$ cat config.mk
export PLATFORM = sky130hd
export DESIGN_NAME = shift_rotate_unit
export DESIGN_NICKNAME = d
export VERILOG_FILES = /design/src/rtl/spu_pkg.sv /design/src/rtl/spu_elem_shifter.sv /design/src/rtl/shift_rotate_unit.sv
export SDC_FILE = /design/constraint.sdc
export NUM_CORES = 1
export LEC_CHECK = 0
export CORE_MARGIN = 2
export CORE_UTILIZATION = 26
export CTS_CLUSTER_SIZE = 28
export DETAILED_ROUTE_END_ITERATION = 7
export GPL_TIMING_DRIVEN = 1
export PLACE_DENSITY = 0.49
export SLEW_MARGIN = 10
export SYNTH_ARGS = -nofsm -noshare
export SYNTH_HDL_FRONTEND = slang
export SYNTH_HIERARCHICAL = 1
export SYNTH_SLANG_ARGS = --single-unit
$ cat constraint.sdc
create_clock -name clk -period 34.2 [get_ports clk]
set_input_delay 10.26 -clock clk [delete_from_list [all_inputs] [get_ports clk]]
set_output_delay 10.26 -clock clk [all_outputs]
set_load 0.01 [all_outputs]
$ cat src/rtl/spu_pkg.sv
// Shared definitions for the shift/rotate unit: op codes, element sizes and count masks.
package spu_pkg;

    // Op code layout: bit 2 selects word elements, bit 1 selects rotate, bit 0 selects the immediate count
    typedef enum logic [2:0] {
        OP_SHLH  = 3'd0,
        OP_SHLHI = 3'd1,
        OP_ROTH  = 3'd2,
        OP_ROTHI = 3'd3,
        OP_SHL   = 3'd4,
        OP_SHLI  = 3'd5,
        OP_ROT   = 3'd6,
        OP_ROTI  = 3'd7
    } spu_op_e;

    typedef enum logic {
        ELEM_HALF = 1'b0,
        ELEM_WORD = 1'b1
    } spu_elem_e;

    localparam int HALF_W     = 16;
    localparam int WORD_W     = 32;
    localparam int HALF_CNT_W = 5;
    localparam int WORD_CNT_W = 6;

    localparam logic [6:0] HALF_CNT_MASK = 7'h1F;
    localparam logic [6:0] WORD_CNT_MASK = 7'h3F;

    function automatic spu_elem_e op_elem_size(input spu_op_e op);
        return spu_elem_e'(op[2]);
    endfunction

    function automatic logic op_is_rotate(input spu_op_e op);
        return op[1];
    endfunction

    function automatic logic op_is_imm(input spu_op_e op);
        return op[0];
    endfunction

endpackage

$ cat src/rtl/spu_elem_shifter.sv
// Combinational left-shift / left-rotate of one ELEM_W-bit element.
// The count carries one bit more than a rotate needs so that a shift
// of ELEM_W or more can be recognised and flushed to zero.
module spu_elem_shifter #(
    parameter int  ELEM_W = 16,
    localparam int CNT_W  = $clog2(ELEM_W) + 1
) (
    input  logic [ELEM_W-1:0] data,
    input  logic [CNT_W-1:0]  count,
    input  logic              rotate,
    output logic [ELEM_W-1:0] result
);

    localparam int ROT_W = CNT_W - 1;

    logic [ROT_W-1:0]    w_rot_amt;
    logic [2*ELEM_W-1:0] w_dbl;

    assign w_rot_amt = count[ROT_W-1:0];

    // Rotate takes the upper half of the doubled word; shift flushes to zero once the count reaches the element width
    always_comb begin
        w_dbl = {data, data} << w_rot_amt;
        if (rotate) begin
            result = w_dbl[2*ELEM_W-1 -: ELEM_W];
        end else if (count[CNT_W-1]) begin
            result = '0;
        end else begin
            result = data << count;
        end
    end

endmodule

$ cat src/rtl/shift_rotate_unit.sv
// SIMD shift/rotate unit: per-halfword or per-word left shift and rotate,
// computed in stage 1 and carried through an elastic valid/data pipeline.
module shift_rotate_unit
    import spu_pkg::*;
#(
    parameter int DATA_W      = 128,
    parameter int PIPE_STAGES = 2
) (
    input  logic              clk,
    input  logic              reset,
    input  logic              in_valid,
    output logic              in_ready,
    input  logic [2:0]        op,
    input  logic [DATA_W-1:0] register_RA,
    input  logic [DATA_W-1:0] register_RB,
    input  logic [6:0]        imm7,
    output logic              out_valid,
    input  logic              out_ready,
    output logic [DATA_W-1:0] register_RT
);

    if (PIPE_STAGES < 1 || PIPE_STAGES > 4 || DATA_W < 32 || (DATA_W % 32) != 0) begin : g_bad_params
        $error("shift_rotate_unit: DATA_W must be a multiple of 32 and PIPE_STAGES must be 1..4");
    end

    localparam int N_HALF = DATA_W / HALF_W;
    localparam int N_WORD = DATA_W / WORD_W;

    spu_op_e                w_op;
    spu_elem_e              w_size;
    logic                   w_rotate;
    logic                   w_imm;
    logic [HALF_CNT_W-1:0]  w_half_imm;
    logic [WORD_CNT_W-1:0]  w_word_imm;
    logic [DATA_W-1:0]      w_half_res;
    logic [DATA_W-1:0]      w_word_res;
    logic [DATA_W-1:0]      w_result;
    logic [PIPE_STAGES-1:0] w_ready;
    logic                   w_unused;

    logic [PIPE_STAGES-1:0] r_valid;
    logic [DATA_W-1:0]      r_data [PIPE_STAGES];

    assign w_op       = spu_op_e'(op);
    assign w_size     = op_elem_size(w_op);
    assign w_rotate   = op_is_rotate(w_op);
    assign w_imm      = op_is_imm(w_op);
    assign w_half_imm = HALF_CNT_W'(imm7 & HALF_CNT_MASK);
    assign w_word_imm = WORD_CNT_W'(imm7 & WORD_CNT_MASK);

    // Only the low count bits of each element matter; the rest of RB and imm7 is intentionally dropped
    assign w_unused = ^{imm7, register_RB};

    for (genvar k = 0; k < N_HALF; k++) begin : g_half
        logic [HALF_CNT_W-1:0] w_cnt;
        assign w_cnt = w_imm ? w_half_imm : register_RB[HALF_W*k +: HALF_CNT_W];
        spu_elem_shifter #(.ELEM_W(HALF_W)) u_shift (
            .data   (register_RA[HALF_W*k +: HALF_W]),
            .count  (w_cnt),
            .rotate (w_rotate),
            .result (w_half_res[HALF_W*k +: HALF_W])
        );
    end

    for (genvar k = 0; k < N_WORD; k++) begin : g_word
        logic [WORD_CNT_W-1:0] w_cnt;
        assign w_cnt = w_imm ? w_word_imm : register_RB[WORD_W*k +: WORD_CNT_W];
        spu_elem_shifter #(.ELEM_W(WORD_W)) u_shift (
            .data   (register_RA[WORD_W*k +: WORD_W]),
            .count  (w_cnt),
            .rotate (w_rotate),
            .result (w_word_res[WORD_W*k +: WORD_W])
        );
    end

    assign w_result = (w_size == ELEM_WORD) ? w_word_res : w_half_res;

    // A stage may load when it or any stage downstream of it has a free slot, or the output is draining
    always_comb begin
        w_ready = '0;
        for (int s = 0; s < PIPE_STAGES; s++) begin
            w_ready[s] = out_ready;
            for (int t = s; t < PIPE_STAGES; t++) begin
                if (!r_valid[t]) begin
                    w_ready[s] = 1'b1;
                end
            end
        end
    end

    // Stage 0 captures the shifted result; later stages copy forward whenever they are allowed to advance
    always_ff @(posedge clk or posedge reset) begin
        if (reset) begin
            r_valid <= '0;
            for (int s = 0; s < PIPE_STAGES; s++) begin
                r_data[s] <= '0;
            end
        end else begin
            if (w_ready[0]) begin
                r_valid[0] <= in_valid;
                if (in_valid) begin
                    r_data[0] <= w_result;
                end
            end
            for (int s = 1; s < PIPE_STAGES; s++) begin
                if (w_ready[s]) begin
                    r_valid[s] <= r_valid[s-1];
                    if (r_valid[s-1]) begin
                        r_data[s] <= r_data[s-1];
                    end
                end
            end
        end
    end

    assign in_ready    = w_ready[0] & ~reset;
    assign out_valid   = r_valid[PIPE_STAGES-1];
    assign register_RT = r_data[PIPE_STAGES-1];

endmodule

### Word-level counts from Yosys, hierarchy flattened

Index checks and enable logic that the tools add are counted.

* input bits: 270
* logic and storage cells: 72
* register bits: 258
* output and inout bits: 130

* reductions and logical operators: 2
* shift-type cells: 24
* bitwise logic cells: 2
* muxes and demuxes: 40

Operator list (count)
* $mux 16: 16
* $mux 32: 8
* $shl 32x4->32: 8
* $shl 64x5->64: 4
* $mux 128: 1
* $shl 16x5->16: 8
* $shl 32x6->32: 4
* $mux 5: 8
* $mux 6: 4
* $reduce_and 2->1: 2
* $mux 1: 3
* $and 1x1->1: 1
* $not 1->1: 1

### Longest topological paths before layout

* depth in word-level cells: 5
* gate-level depth with buffers: 13
* mapped depth without buffers: 9

### By module

Netlist, hierarchy kept.

Modules (own cells, without submodules)
* shift_rotate_unit: area each 13128.8 um^2, cells an instance 1089, sequential area each 6456.2 um^2, times used 1
* spu_elem_shifter at g_word[0].u_shift ...: area each 2642.5 um^2, cells an instance 282, sequential area each 0.0 um^2, times used 4
* spu_elem_shifter at g_half[0].u_shift ...: area each 1152.4 um^2, cells an instance 140, sequential area each 0.0 um^2, times used 8

### Worst setup path after synthesis

No wires, ideal clock.

* path kind: in2out
* start point: input reset
* end point: output in_ready
* path buffers: 0
* setup slack: 7.730 ns
* data arrival time: 16.210 ns
* stages: 2
* required time: 23.940 ns
* path through: inv_1 -> and2_1

* word-level cells in the longest chain between the ends: 2

Ends and longest elaborated chain
* start, declared: line shift_rotate_unit.sv:10 `input logic reset,`
* $not 1->1: line shift_rotate_unit.sv:116 `assign in_ready = w_ready[0] & ~reset;`
* $and 1x1->1: line shift_rotate_unit.sv:116
* end, declared: line shift_rotate_unit.sv:12 `output logic in_ready,`

No other way between the ends.

### Final worst setup path

* start point: input out_ready
* end point: output in_ready

* word-level cells in the longest chain between the ends: 3

Ends and longest elaborated chain
* start, declared: line shift_rotate_unit.sv:18 `input logic out_ready,`
* $mux 1 (2 in series): line shift_rotate_unit.sv:84 `if (!r_valid[t]) begin`
* $and 1x1->1: line shift_rotate_unit.sv:116

No other way between the ends.

==> summary.txt <==
Sum Neg Setup Slack: 0 ps
Critical Path Start: out_ready
Clock Skew: 29.7 ps
Reg2reg setup slack: 31240 ps
Sequential cell area: 6460 um^2
Critical Path RT: 23940 ps
Sequential power share: 26.7%
Total CTS buffers: 39
Switching Power: 0.631 mW
Leakage: 14.5 nW
Crit path max fanout: 56
Avg Vias per Cell: 5.84
Final hold viol count: 0
Crit Path Category: input port to primary output
Simple-gate share of the synthesized area: 9.45%
Fraction of layout cells with a size suffix above 1: 21.3%
Post-synthesis cell count: 3337
Via count: 29.2k
Fin crit share: 65.6%
Clk buf depth: 3
Root Buffer: clkbuf_16
Clock-pin slew on the worst setup and hold paths: 60 ps
Sw Ratio: 37.8%
Hold crit path type: flop to flop
Int Power: 1.04 mW
Cell Area, Synth: 32900 um^2
Min cycle time layout: 22430 ps
Drt pass-1 iters: 6
Max-slew headroom: 5.70%
Core ar.: 126000 um^2
Largest family of logic cells by synthesized area: multiplexers
Worst-Skew Late Latency: 600 ps
Antenna Nets Post-Route: 0
Filler instances: 13.2k
Number of global-route vias before repair: 27.8k
Initial Util: 26.2%
# placed instances: 4920
FMAX: 44.6 MHz
Synth area leaders: dfrtp_1, mux4_2, mux2i_1
PD cells: 44.7 nW/um^2
Iteration-0 DRC count of the detailed router: 2954
Worst R2R End: r_data[177]
Wire length per cell: 26.0 um
Ys flop type: dfrtp_1
Pin count of the biggest net entering global routing: 83
Post-synthesis sequential area ratio: 19.6%
Peak supply drop: 0.0000289 V
CTS resizes: 0
Commonest non-fill, non-tap cell in the layout: mux2i_1
Multi-input logic area: 23500 um^2
Tot GR Track Use: 19.3%
Asr flop ratio synth: 100%
Combinational share of power: 48.3%
Post-Synth Adder-Cell Area: 0%
Die Ht: 360 um
Area Growth Syn to Fin: 13.5%
Reg2reg start: r_valid[0]
Clock share of power: 25.1%
PortBufs: 314
RSZ-0062 raised after global routing: false
Syn Area/Cell: 9.86 um^2
Final net count: 3581
Filler-free cell count of the finished design: 4992
EDFF count, synth: 0
Max-cap violations: 0
Final wirelength: 130000 um
Grt total ovfl: 0
Post-synth net total: 3607
Initial antenna violation count: 18
Remaining routing DRC violations: 0
Worst Setup EP: in_ready
Largest area contributor in the netlist: dfrtp_1
Critical Path Start Type: input port
#FFs+latches synth: 258
Mux contribution to synthesized area: 43.5%
Tightest Pin Transition: 1400 ps
Synth top area share: 19.6%
Sink Count: 258
R2R depth: 5
Post-synthesis xor/xnor area fraction: 0%
Arr. time, crit path: 12170 ps
Setup violators final: 0
Gpl congestion: 0.908
Slew Limit Fails: 0
Detailed Place HPWL: 90900 um
Most used cells in the layout excluding fill and tap cells: mux2i_1, clkdlybuf4s50_1, dfrtp_1
Total setup buffers inserted after CTS: 0
CP Capture Type: primary output
Yosys warns: 6
CTS tree: built
Row count: 130
Die ar.: 129000 um^2
Die W: 360 um
First-pass GRT wire length: 192000 um
I/O pin total: 400
Number of distinct library cells after synthesis: 55
Run status: finished, final reports clean
Compound-Gate Fraction of Synth Area: 17.7%
# hold bufs at CTS: 0
H-tree depth: 2
## stage by stage
stage	power, mW	utilization [%]	area, um^2	hold slack [ps]	setup WS (ps)
finish	1.67	29.7	37400	491	11770
global route	1.76	29.7	37400	502	11630
CTS	1.69	29.7	37300	494	11740
detailed placement	1.25	28.7	36000	490	11760
global placement	1.25	28.7	36000	488	11760
floorplan	1.01	-	32900	481	7730
## power groups by stage
| stage | Combinational [mW] | Clock [mW] | Sequential, mW |
|---|---|---|---|
| 6_report | 0.806 | 0.418 | 0.445 |
| 5_1_grt | 0.862 | 0.446 | 0.457 |
| 4_1_cts | 0.803 | 0.436 | 0.447 |
| 3_5_place_dp | 0.799 | 0 | 0.451 |
| 3_3_place_gp | 0.799 | 0 | 0.450 |
| 2_1_floorplan | 0.588 | 0 | 0.425 |
## cell usage after synthesis, types with 20 or more instances
cell type  instances
a22oi_1           28
and2_1            29
nor2b_1           32
inv_1             81
o211ai_1          24
nand3_1           88
nand2b_1          58
mux4_1            60
a21o_1            20
dfrtp_1          258
o21ai_0          120
o22ai_1           68
clkbuf_1         122
mux2i_1          368
buf_2            120
a211oi_1          52
a21oi_1          232
buf_6             23
mux4_2           212
nor3_1            28
nand2_1          190
buf_4            163
a221oi_1          20
nor2_1           140
mux2_4           124
o21ai_1           64
and3_1            24
mux2_2           200
a31oi_1          156
a32oi_1           36
## flip-flops by register name, indices dropped and copies added (netlist names)
signal / flops
register_RT: 128
r_data: 128
r_valid: 2
## layer usage
layer  track usage [%]  wire length (um)
met1              27.7             57500
met2              28.7             56700
met3              4.87             12700
met4              4.77              3010
met5                 0                79
## layout make-up
class                           count  share of cell area [%]
Inverter                           89                   0.914
Sequential cell                   258                    17.3
Tap cell                         1650                    5.53
Timing Repair Buffer              379                    9.74
Clock inverter                     13                   0.496
Multi-Input combinational cell   2544                    63.0
Clock buffer                       53                    3.00
Antenna cell                        6                  0.0402
## cell families (layout without fill, tap and decap cells)
logic type,after synthesis,after routing
other,0,6
buffers and inverters,535,534
AO/OA/AOI/OAI,924,924
AND/OR/NAND/NOR,644,644
flip-flops,258,258
multiplexers,976,976
## critical path: stages
cell and delay [ps]:
clkdlybuf4s50_1 410, nand3b_4 590, and2_1 420, clkdlybuf4s50_1 480
## how the worst min path moves through the flow
| stage | startpoint | slack (ps) | end | cells past startpoint |
|---|---|---|---|---|
| 6_report | r_data[219] | 490 | register_RT[91] | 1 |
| 5_1_grt | r_data[219] | 500 | register_RT[91] | 1 |
| 4_1_cts | r_data[219] | 490 | register_RT[91] | 1 |
| 3_5_place_dp | r_data[237] | 490 | register_RT[109] | 1 |
| 3_3_place_gp | r_data[222] | 490 | register_RT[94] | 1 |
| 2_1_floorplan | register_RT[100] | 480 | register_RT[100] | 1 |
No activity file was read; power rests on OpenSTA's default activity.
